### src/rtl/addsub_sequencer.sv
// addsub_sequencer: valid/ready sequencer around an external 4-bit adder/subtractor,
// with settle-time capture, result flags and a chaining accumulator.
`default_nettype none

module addsub_sequencer #(
  parameter int         SETTLE_CYCLES = 1,
  parameter logic [3:0] ACC_INIT      = 4'h0
) (
  input  logic       clk,
  input  logic       rst,
  input  logic       in_valid,
  output logic       in_ready,
  input  logic [1:0] in_op,
  input  logic [3:0] in_a,
  input  logic [3:0] in_b,
  output logic [3:0] as_a,
  output logic [3:0] as_b,
  output logic       as_m,
  input  logic [3:0] as_d,
  input  logic       as_bout,
  output logic       out_valid,
  input  logic       out_ready,
  output logic [3:0] out_d,
  output logic       out_carry,
  output logic       out_ovf,
  output logic       out_zero,
  output logic [3:0] acc
);

  typedef enum logic [1:0] {
    IDLE  = 2'd0,
    DRIVE = 2'd1,
    HOLD  = 2'd2
  } state_t;

  localparam logic [2:0] LAST_CNT = 3'(SETTLE_CYCLES - 1);

  state_t     state, state_nxt;
  logic [2:0] cnt;
  logic       acc_op;
  logic       accept;
  logic       capture;
  logic [3:0] b_eff;
  logic       ovf;

  // Overflow is judged against the operand actually seen by the adder.
  assign b_eff = as_b ^ {4{as_m}};
  assign ovf   = (as_a[3] == b_eff[3]) && (as_d[3] != as_a[3]);

  always_ff @(posedge clk or posedge rst) begin
    if (rst) state <= IDLE;
    else     state <= state_nxt;
  end

  always_comb begin
    state_nxt = state;
    in_ready  = 1'b0;
    out_valid = 1'b0;
    accept    = 1'b0;
    capture   = 1'b0;
    case (state)
      IDLE: begin
        in_ready = 1'b1;
        if (in_valid) begin
          accept    = 1'b1;
          state_nxt = DRIVE;
        end
      end
      DRIVE: begin
        if (cnt == LAST_CNT) begin
          capture   = 1'b1;
          state_nxt = HOLD;
        end
      end
      HOLD: begin
        out_valid = 1'b1;
        if (out_ready) state_nxt = IDLE;
      end
      default: state_nxt = IDLE;
    endcase
  end

  always_ff @(posedge clk or posedge rst) begin
    if (rst) begin
      as_a      <= 4'h0;
      as_b      <= 4'h0;
      as_m      <= 1'b0;
      acc_op    <= 1'b0;
      cnt       <= 3'd0;
      out_d     <= 4'h0;
      out_carry <= 1'b0;
      out_ovf   <= 1'b0;
      out_zero  <= 1'b0;
      acc       <= ACC_INIT;
    end else if (accept) begin
      as_a   <= in_op[1] ? acc : in_a;
      as_b   <= in_b;
      as_m   <= in_op[0];
      acc_op <= in_op[1];
      cnt    <= 3'd0;
    end else if (state == DRIVE) begin
      cnt <= cnt + 3'd1;
      if (capture) begin
        out_d     <= as_d;
        out_carry <= as_bout;
        out_ovf   <= ovf;
        out_zero  <= (as_d == 4'h0);
        if (acc_op) acc <= as_d;
      end
    end
  end

endmodule

`default_nettype wire

### config.mk
export PLATFORM = sky130hd
export DESIGN_NAME = addsub_sequencer
export DESIGN_NICKNAME = d
export VERILOG_FILES = /design/src/rtl/addsub_sequencer.sv
export SDC_FILE = /design/constraint.sdc
export NUM_CORES = 1
export LEC_CHECK = 0
export ABC_CLOCK_PERIOD_IN_PS = 1500
export CORE_UTILIZATION = 39
export DETAILED_ROUTE_END_ITERATION = 7
export PLACE_DENSITY = 0.74
export SLEW_MARGIN = 20
export SYNTH_ARGS = -nofsm -noshare
export SYNTH_HDL_FRONTEND = slang
export SYNTH_SLANG_ARGS = --single-unit
### constraint.sdc
create_clock -name clk -period 1.5 [get_ports clk]
set_input_delay 0.45 -clock clk [delete_from_list [all_inputs] [get_ports clk]]
set_output_delay 0.45 -clock clk [all_outputs]
set_load 0.1 [all_outputs]
# Word level (Yosys, flattened, before mapping)
# Cells that the tools add are included.
# totals
register_bits	26
in_bits	19
out_inout_bits	22
word_cells	42
# classes
addsub	1
eq_ne	7
mux	13
bitwise_logic	2
reduce_logical	8
# ops
cell	count
$mux W1	6
$mux W2	3
$mux W3	2
$ne A2 B2 Y1 const B	3
$pmux W2 S3	1
$reduce_and A3 Y1	2
$logic_not A4 Y1	1
$mux W4	1
$reduce_and A4 Y1	1
$xor A4 B4 Y4	1
$add A3 B1 Y3 const B	1
$logic_not A3 Y1	1
$eq A2 B1 Y1 const B	1
$eq A2 B2 Y1 const B	1
$logic_not A2 Y1	1
$reduce_bool A2 Y1	1
$eq A1 B1 Y1	1
$logic_and A1 B1 Y1	1
$ne A1 B1 Y1	1
$not A1 Y1	1

# Longest topological paths before layout
# Gate-level depths: netlist (run 1).
# depth
depth_word	4
depth_mapped	6
ltp_nobuf	5

# Worst setup path after synthesis (run 1)
# No wires, ideal clock.
# synth_path
path_kind	flip-flop to output port
startpoint	reg state[0]
endpoint	out out_valid
t_arrival_ns	1.796
required_time_ns	1.050
setup_slack_ns	-0.746
path_stages_with_launch	3
path_buffers	1
path_cell_list	dfrtp_1 buf_4 nor2_1
# synth_via
elab_chain_cells	2
# synth_lines
element	line	rtl
start, declared	38	state_t state, state_nxt;
start signal, assigned	52	else state <= state_nxt;
$eq A2 B2 Y1	61	case (state)
$mux W1	61	
end, declared	21	output logic out_valid,
# Every way passes these cells.

# Final worst setup path (run 1)
# layout_path
startpoint	reg state[1]
endpoint	out out_valid
# The elaborated chain is that of the path after synthesis.

==> results of run 1 <==
## routing by layer
metal	share of wire	GRT usage	vias to the layer above	wire length, um
li1	-	-	413	-
met1	0.38	0.218	444	1000
met2	0.55	0.336	27	1450
met3	0.055	0.0530	4	144
met4	0.017	0.0836	0	46
met5	0	0	-	0
## path summary, 6_finish.rpt
check | start | to | depth (start not counted) | slack, ns
setup / recovery | state[1] | out_valid | 4 | -0.18
hold / removal | rst | out_zero | 3 | 0.42
setup reg to reg | cnt[0] | acc[2] | 6 | -0.01
hold reg to reg | cnt[2] | cnt[2] | 1 | 0.57
max in group asynchronous | rst | as_m | 3 | 0.91
min in group clk | cnt[2] | cnt[2] | 1 | 0.57
## per-stage QoR
step	TNS [ns]	utilization	setup slack, ns	hold WS, ns	cells
finish	-0.375	0.718	-0.182	0.424	174
global route	-0.705	0.718	-0.224	0.448	174
CTS	-0.286	0.716	-0.148	0.427	174
detailed placement	-2.53	0.681	-0.290	0.535	163
global placement	-1.94	0.681	-0.226	0.502	163
floorplan	-0.0201	-	-0.0201	0.485	88
## flip-flops by register name (all words and copies together), names as in the netlist, 2 cells and up
signal	cells
as_a	4
acc	4
as_b	4
state	2
cnt	3
out_d	4
## layout by cell type (no fill, tap or decap), types with 2 or more instances in the layout
master	n
ha_1	2
inv_1	5
nor2b_1	2
buf_4	10
o21ai_0	2
mux2i_1	5
mux2_2	12
buf_12	24
nor2_1	5
clkdlybuf4s50_1	18
nand2_1	2
a21oi_1	5
dfrtp_1	23
buf_6	3
clkbuf_4	3
dfrtp_2	3
mux2_4	4
nor2_4	2
## area by class of cell
type | count | area (um2)
tap | 31 | 38.8
fill | 212 | 785
clock buffer | 4 | 36.3
sequential | 26 | 654
inverter | 6 | 25.0
timing repair buffer | 55 | 769
multi-input combinational | 52 | 473
## logic make-up (layout without fill, tap and decap cells)
family | Yosys count | after routing | share of synthesized area
flops | 26 | 26 | 0.560
mux | 21 | 21 | 0.211
buf+inv | 10 | 65 | 0.0452
fa+ha+maj | 2 | 2 | 0.0215
xor+xnor | 1 | 1 | 0.00754
simple gates | 16 | 16 | 0.0894
compound gates | 12 | 12 | 0.0647
## repair_timing
| action | 4_1_cts | 5_1_grt |
|---|---|---|
| gates resized for setup | 4 | 2 |
| setup endpoints to repair | 6 | 19 |
| pin swaps | 2 | 0 |
| cloned | 0 | 0 |
| buffers inserted | 7 | 0 |
## worst max-delay path: cells and delay by family, from the launching register on
kind,cells,cell delay (ns)
buf+inv,3,0.36
flops,1,0.41
simple gates,1,0.13
==> impl_results.md, run 1 <==
* Slowest CP cell: dfrtp_1
* Vias in the first global route at 960
* Arrival time worst endpoint at 1.23 ns
* Dpl hpwl at 2010 um
* Share of layout cells above drive strength 1 at 0.462
* CP required at 1.05 ns
* Final instance area at 0.00200 mm2
* Crit end category: output pin
* H-Tree Level Count at 1
* CTS Root Cell: clkbuf_4
* Post-synth top flop: dfrtp_1
* Remaining DRCs at 0
* # diodes at 0
* Avg Vias per Cell at 5.10
* ANT nets after route at 0
* Slew @ Worst Pin at 0.322 ns
* Drt wl/cell at 15.2 um
* Post-synth cell types at 25
* CTS clock-pin slew for the worst setup and hold paths at 0.14 ns
* I/O pin total at 41
* GRT Residual Overflow at 0
* CTS tree: built
* Routed WL at 2640 um
* Finish-stage setup viols at 6
* Syn Inst Count at 88
* Net count after synthesis at 109
* Count of final hold-check violations at 0
* Cts bufs inserted at 3
* Pins Over Slew Limit at 0
* Initial antenna violation count at 0
* Num Clock Sinks at 26
* Synth cell count leaders: 26 x dfrtp_1, 12 x mux2_2, 7 x nor2_1
* Worst setup path category: register to output pin
* Skew final at 0.00313 ns
* Startpoint types: register
* Die W at 56.6 um
* Slew headroom at 0.785
* Worst skew pair latency at 0.33 ns
* Nets at 165
* Ranking of synthesized cells by area: dfrtp_1 56%, mux2_2 12%, mux2_4 5.2%, mux2i_1 4.3%, nor2_1 2.3%
* Run status: complete, but fails checks
* Initial Util at 0.417
* Violated checks: setup timing
* Max Clock Freq at 595 MHz
* Final worst slack at -0.182 ns
* Cell Rows at 19
* EDFF count, synth at 0
* Max-Cap Viols at 0
* Initial DRC count at 12
* First-pass GRT wire length at 4550 um
* CP peak stage delay at 0.41 ns
* I/O Buffers at 40
* YS warnings at 0
* Die Ht at 56.6 um
* Period utilisation layout at 1.12
* Register area share after synthesis at 0.560
* RSZ-0062 raised after global routing: yes
* GPL Wtd Cong at 0.699
* Worst hold path class: primary input to asynchronous set/reset pin
* Area Overhead vs Synth at 72.0%
* Share of the synthesized area in the top cell type at 0.560
* Post-synthesis average cell area at 13.2 um2
* CP cell instances: buf_6 -> inv_4 -> nor2_4 -> buf_12
* Leading area contributor after synthesis: dfrtp_1
* Count leader, synth: dfrtp_1
* Crit-path max FO at 3
* Placed cell areas at 0.00189 mm2
* Max clock buf depth at 2
* Global Route Usage Sum at 0.192
* Post-route minimum period at 1.68 ns
* Core area at 0.00278 mm2
* Ys async rst share at 1.00
* CTS Hold Buffers Added at 0
* Vias at 888
* Netlist Area Pre-Place at 0.00116 mm2
* #FFs+latches synth at 26
* Die area at 0.00320 mm2
* Largest net degree at the start of global routing at 27
* Drt pass-1 iters at 4
Power of run 1 is not shown: default switching activity piles up to over one toggle a cycle in this logic, so the estimate is an artifact.
==> inputs of run 2 (changes only) <==
--- a/config.mk
+++ b/config.mk
@@ -5,6 +5,7 @@
 export SDC_FILE = /design/constraint.sdc
 export NUM_CORES = 1
 export LEC_CHECK = 0
+export ABC_AREA = 1
 export ABC_CLOCK_PERIOD_IN_PS = 1500
 export CORE_UTILIZATION = 39
 export DETAILED_ROUTE_END_ITERATION = 7
==> run 2 against run 1 <==
  * The flow finishes with violations (DRC, setup timing)
  * Utilization fell by 3.0 points
  * Cell count rose by 24%
  * Hold slack worse by 0.0039 ns
  * Global-route usage shrank 0.60 points
  * Non-clock buffer count fell by 6
  * Sequential share of layout area grew 1.0 points
  * Synthesized cell count up 53%
  * Area after synthesis is 0.54% higher
  * Cell area shrank 3.3%
  * Largest cell class unchanged
==> impl_results.md, run 2 <==
* Max-Cap Viols at 0 (unchanged)
* CTS tree: built (unchanged)
* Pins Over Slew Limit at 0 (unchanged)
* Initial DRC count at 19 (was 12)
* Syn Inst Count at 135 (was 88)
* Post-synth cell types at 18 (was 25)
* WP buf/inv at 1 (was 3)
* Period utilisation layout at 1.04 (was 1.12)
* Slowest CP cell: dfrtp_2 (was dfrtp_1)
* Multi-input logic area at 454 um2 (was 473 um2)
* First-pass GRT wire length at 4630 um (was 4550 um)
* Cell Rows at 19 (unchanged)
* Slew @ Worst Pin at 0.220 ns (was 0.322 ns)
* Final worst slack at -0.0546 ns (was -0.182 ns)
* Netlist Area Pre-Place at 0.00117 mm2 (was 0.00116 mm2)
* Synth cell count leaders: 61 x nand2_1, 26 x dfrtp_1, 11 x inv_1 (was 26 x dfrtp_1, 12 x mux2_2, 7 x nor2_1)
* FF/Latch Area at 652 um2 (was 654 um2)
* Startpoint types: register (unchanged)
* Violated checks: DRC, setup timing (was setup timing)
* Filler instances at 214 (was 212)
* R2R cell count at 7 (was 6)
* YS warnings at 0 (unchanged)
* Area Overhead vs Synth at 65.4% (was 72.0%)
* Largest net degree at the start of global routing at 27 (unchanged)
* Crit end category: output pin (unchanged)
* Final instance area at 0.00193 mm2 (was 0.00200 mm2)
* Num Clock Sinks at 26 (unchanged)
* Cts bufs inserted at 3 (unchanged)
* Skew final at 0.00887 ns (was 0.00313 ns)
* Count of final hold-check violations at 0 (unchanged)
* Vias in the first global route at 1101 (was 960)
* Share of layout cells above drive strength 1 at 0.254 (was 0.462)
* I/O Buffers at 40 (unchanged)
* Core area at 0.00281 mm2 (was 0.00278 mm2)
* Finish-stage setup viols at 2 (was 6)
* # diodes at 0 (unchanged)
* Max Clock Freq at 643 MHz (was 595 MHz)
* EDFF count, synth at 0 (unchanged)
* Global Route Usage Sum at 0.186 (was 0.192)
* Placed cell areas at 0.00187 mm2 (was 0.00189 mm2)
* #FFs+latches synth at 26 (unchanged)
* Arrival time worst endpoint at 1.10 ns (was 1.23 ns)
* Initial Util at 0.416 (was 0.417)
* RSZ-0062 raised after global routing: yes (unchanged)
* ANT nets after route at 0 (unchanged)
* Most frequent cells in the layout: 61 x nand2_1, 25 x dfrtp_1, 23 x buf_12 (was 24 x buf_12, 23 x dfrtp_1, 18 x clkdlybuf4s50_1)
* Fin Hold WS at 0.420 ns (was 0.424 ns)
* Initial antenna violation count at 0 (unchanged)
* Routed WL at 2690 um (was 2640 um)
* Ranking of synthesized cells by area: dfrtp_1 56%, nand2_1 20%, inv_1 3.5%, o21ai_0 3.4%, ha_1 2.1% (was dfrtp_1 56%, mux2_2 12%, mux2_4 5.2%, mux2i_1 4.3%, nor2_1 2.3%)
* Ys async rst share at 1.00 (unchanged)
* CTS clock-pin slew for the worst setup and hold paths at 0.14 ns (about the same)
* Register area share after synthesis at 0.557 (was 0.560)
* Count leader, synth: nand2_1 (was dfrtp_1)
* Share of the synthesized area in the top cell type at 0.557 (was 0.560)
* Max clock buf depth at 2 (unchanged)
* Drt pass-1 iters at 6 (was 4)
* Worst hold path class: primary input to asynchronous set/reset pin (unchanged)
* Final-layout setup total negative slack at -0.109 ns (was -0.375 ns)
* Run status: complete, but fails checks (unchanged)
* Remaining DRCs at 4 (was 0)
* CP peak stage delay at 0.47 ns (was 0.41 ns)
* I/O pin total at 41 (unchanged)
* Worst skew pair latency at 0.33 ns (about the same)
* Net count after synthesis at 156 (was 109)
* Post-synthesis average cell area at 8.65 um2 (was 13.2 um2)
* Commonest non-fill, non-tap cell in the layout: nand2_1 (was buf_12)
* Avg Vias per Cell at 4.88 (was 5.10)
* Die area at 0.00322 mm2 (was 0.00320 mm2)
* Post-synth top flop: dfrtp_1 (unchanged)
* Vias at 1055 (was 888)
* Crit-path max FO at 3 (unchanged)
* Dpl hpwl at 2070 um (was 2010 um)
* Post-route minimum period at 1.55 ns (was 1.68 ns)
* Leading area contributor after synthesis: dfrtp_1 (unchanged)
* CTS Root Cell: clkbuf_4 (unchanged)
* Worst setup path category: register to output pin (unchanged)
* Crit path max-delay family: flip-flops (unchanged)
* GPL Wtd Cong at 0.738 (was 0.699)
* Drt wl/cell at 12.5 um (was 15.2 um)
* Nets at 207 (was 165)
* Critical Path Stages at 2 (was 4)
* GRT Residual Overflow at 0 (unchanged)
* CP cell instances: nor2_4 -> buf_12 (was buf_6 -> inv_4 -> nor2_4 -> buf_12)
* Die W at 56.7 um (was 56.6 um)
* Slew headroom at 0.853 (was 0.785)
* H-Tree Level Count at 1 (unchanged)
* CP required at 1.05 ns (about the same)
* Die Ht at 56.7 um (was 56.6 um)
-- run 2: cell count changes after synthesis, sizes merged, moves of 2 or more --
cell,change
nand2,+59
buf,-2
o211ai,+3
nand3,+4
a21oi,-5
inv,+7
mux2,-16
mux2i,-5
o21ai,+6
nor2b,-2
or2,+3
nor2,-2
nand4,+4
-- run 2: final timing paths --
| kind | startpoint | slack, ns | to |
|---|---|---|---|
| max | state[0] | -0.05 | out_valid |
| min | rst | 0.42 | acc_op |
| max reg2reg | cnt[0] | 0.15 | acc[0] |
| min reg2reg | out_carry | 0.55 | out_carry |
| max in group asynchronous | rst | 0.92 | state[0] |
| min in group clk | out_carry | 0.55 | out_carry |
-- run 2: cell type report --
cell class,instances,share of cell area
multi-input cells,93,0.235
well taps,31,0.0201
inverters,13,0.0253
repair buffers,49,0.363
flip-flops and latches,26,0.338
clock buffers,4,0.0188
-- run 2: per-layer routing --
layer	up-vias	wire (um)	part of all wire	GRT usage
met5	-	0	0	0
met4	0	46	0.017	0.0786
met3	5	163	0.061	0.0438
met2	36	1350	0.50	0.321
met1	492	1130	0.42	0.221
li1	522	-	-	-
-- run 2: cell families after synthesis --
logic type	synth area share
AND/OR/NAND/NOR	0.281
flip-flops	0.557
buffers and inverters	0.0729
AO/OA/AOI/OAI	0.0600
adder cells (fa/ha/maj)	0.0214
XOR/XNOR	0.00750
-- run 2: stage by stage --
step                      cells  utilization  setup slack (ns)
after global placement      210        0.668           -0.0184
final                       216        0.688           -0.0546
after CTS                   216        0.686           -0.0922
after global routing        216        0.688            -0.120
after floorplan             135            -          0.000200
after detailed placement    210        0.668           -0.0795
-- run 2: what timing repair did --
item                       in CTS  in global routing
hold buffers                    0                  0
setup endpoints to repair       2                  4
setup buffers                   2                  0
pin swaps                       1                  1
resized for setup               1                  1
-- run 2: worst min-delay path: stages --
cell             delay (ns)
clkdlybuf4s50_1        0.39
inv_1                  0.09
buf_12                 0.19
Power of run 2 is left out for the same reason.
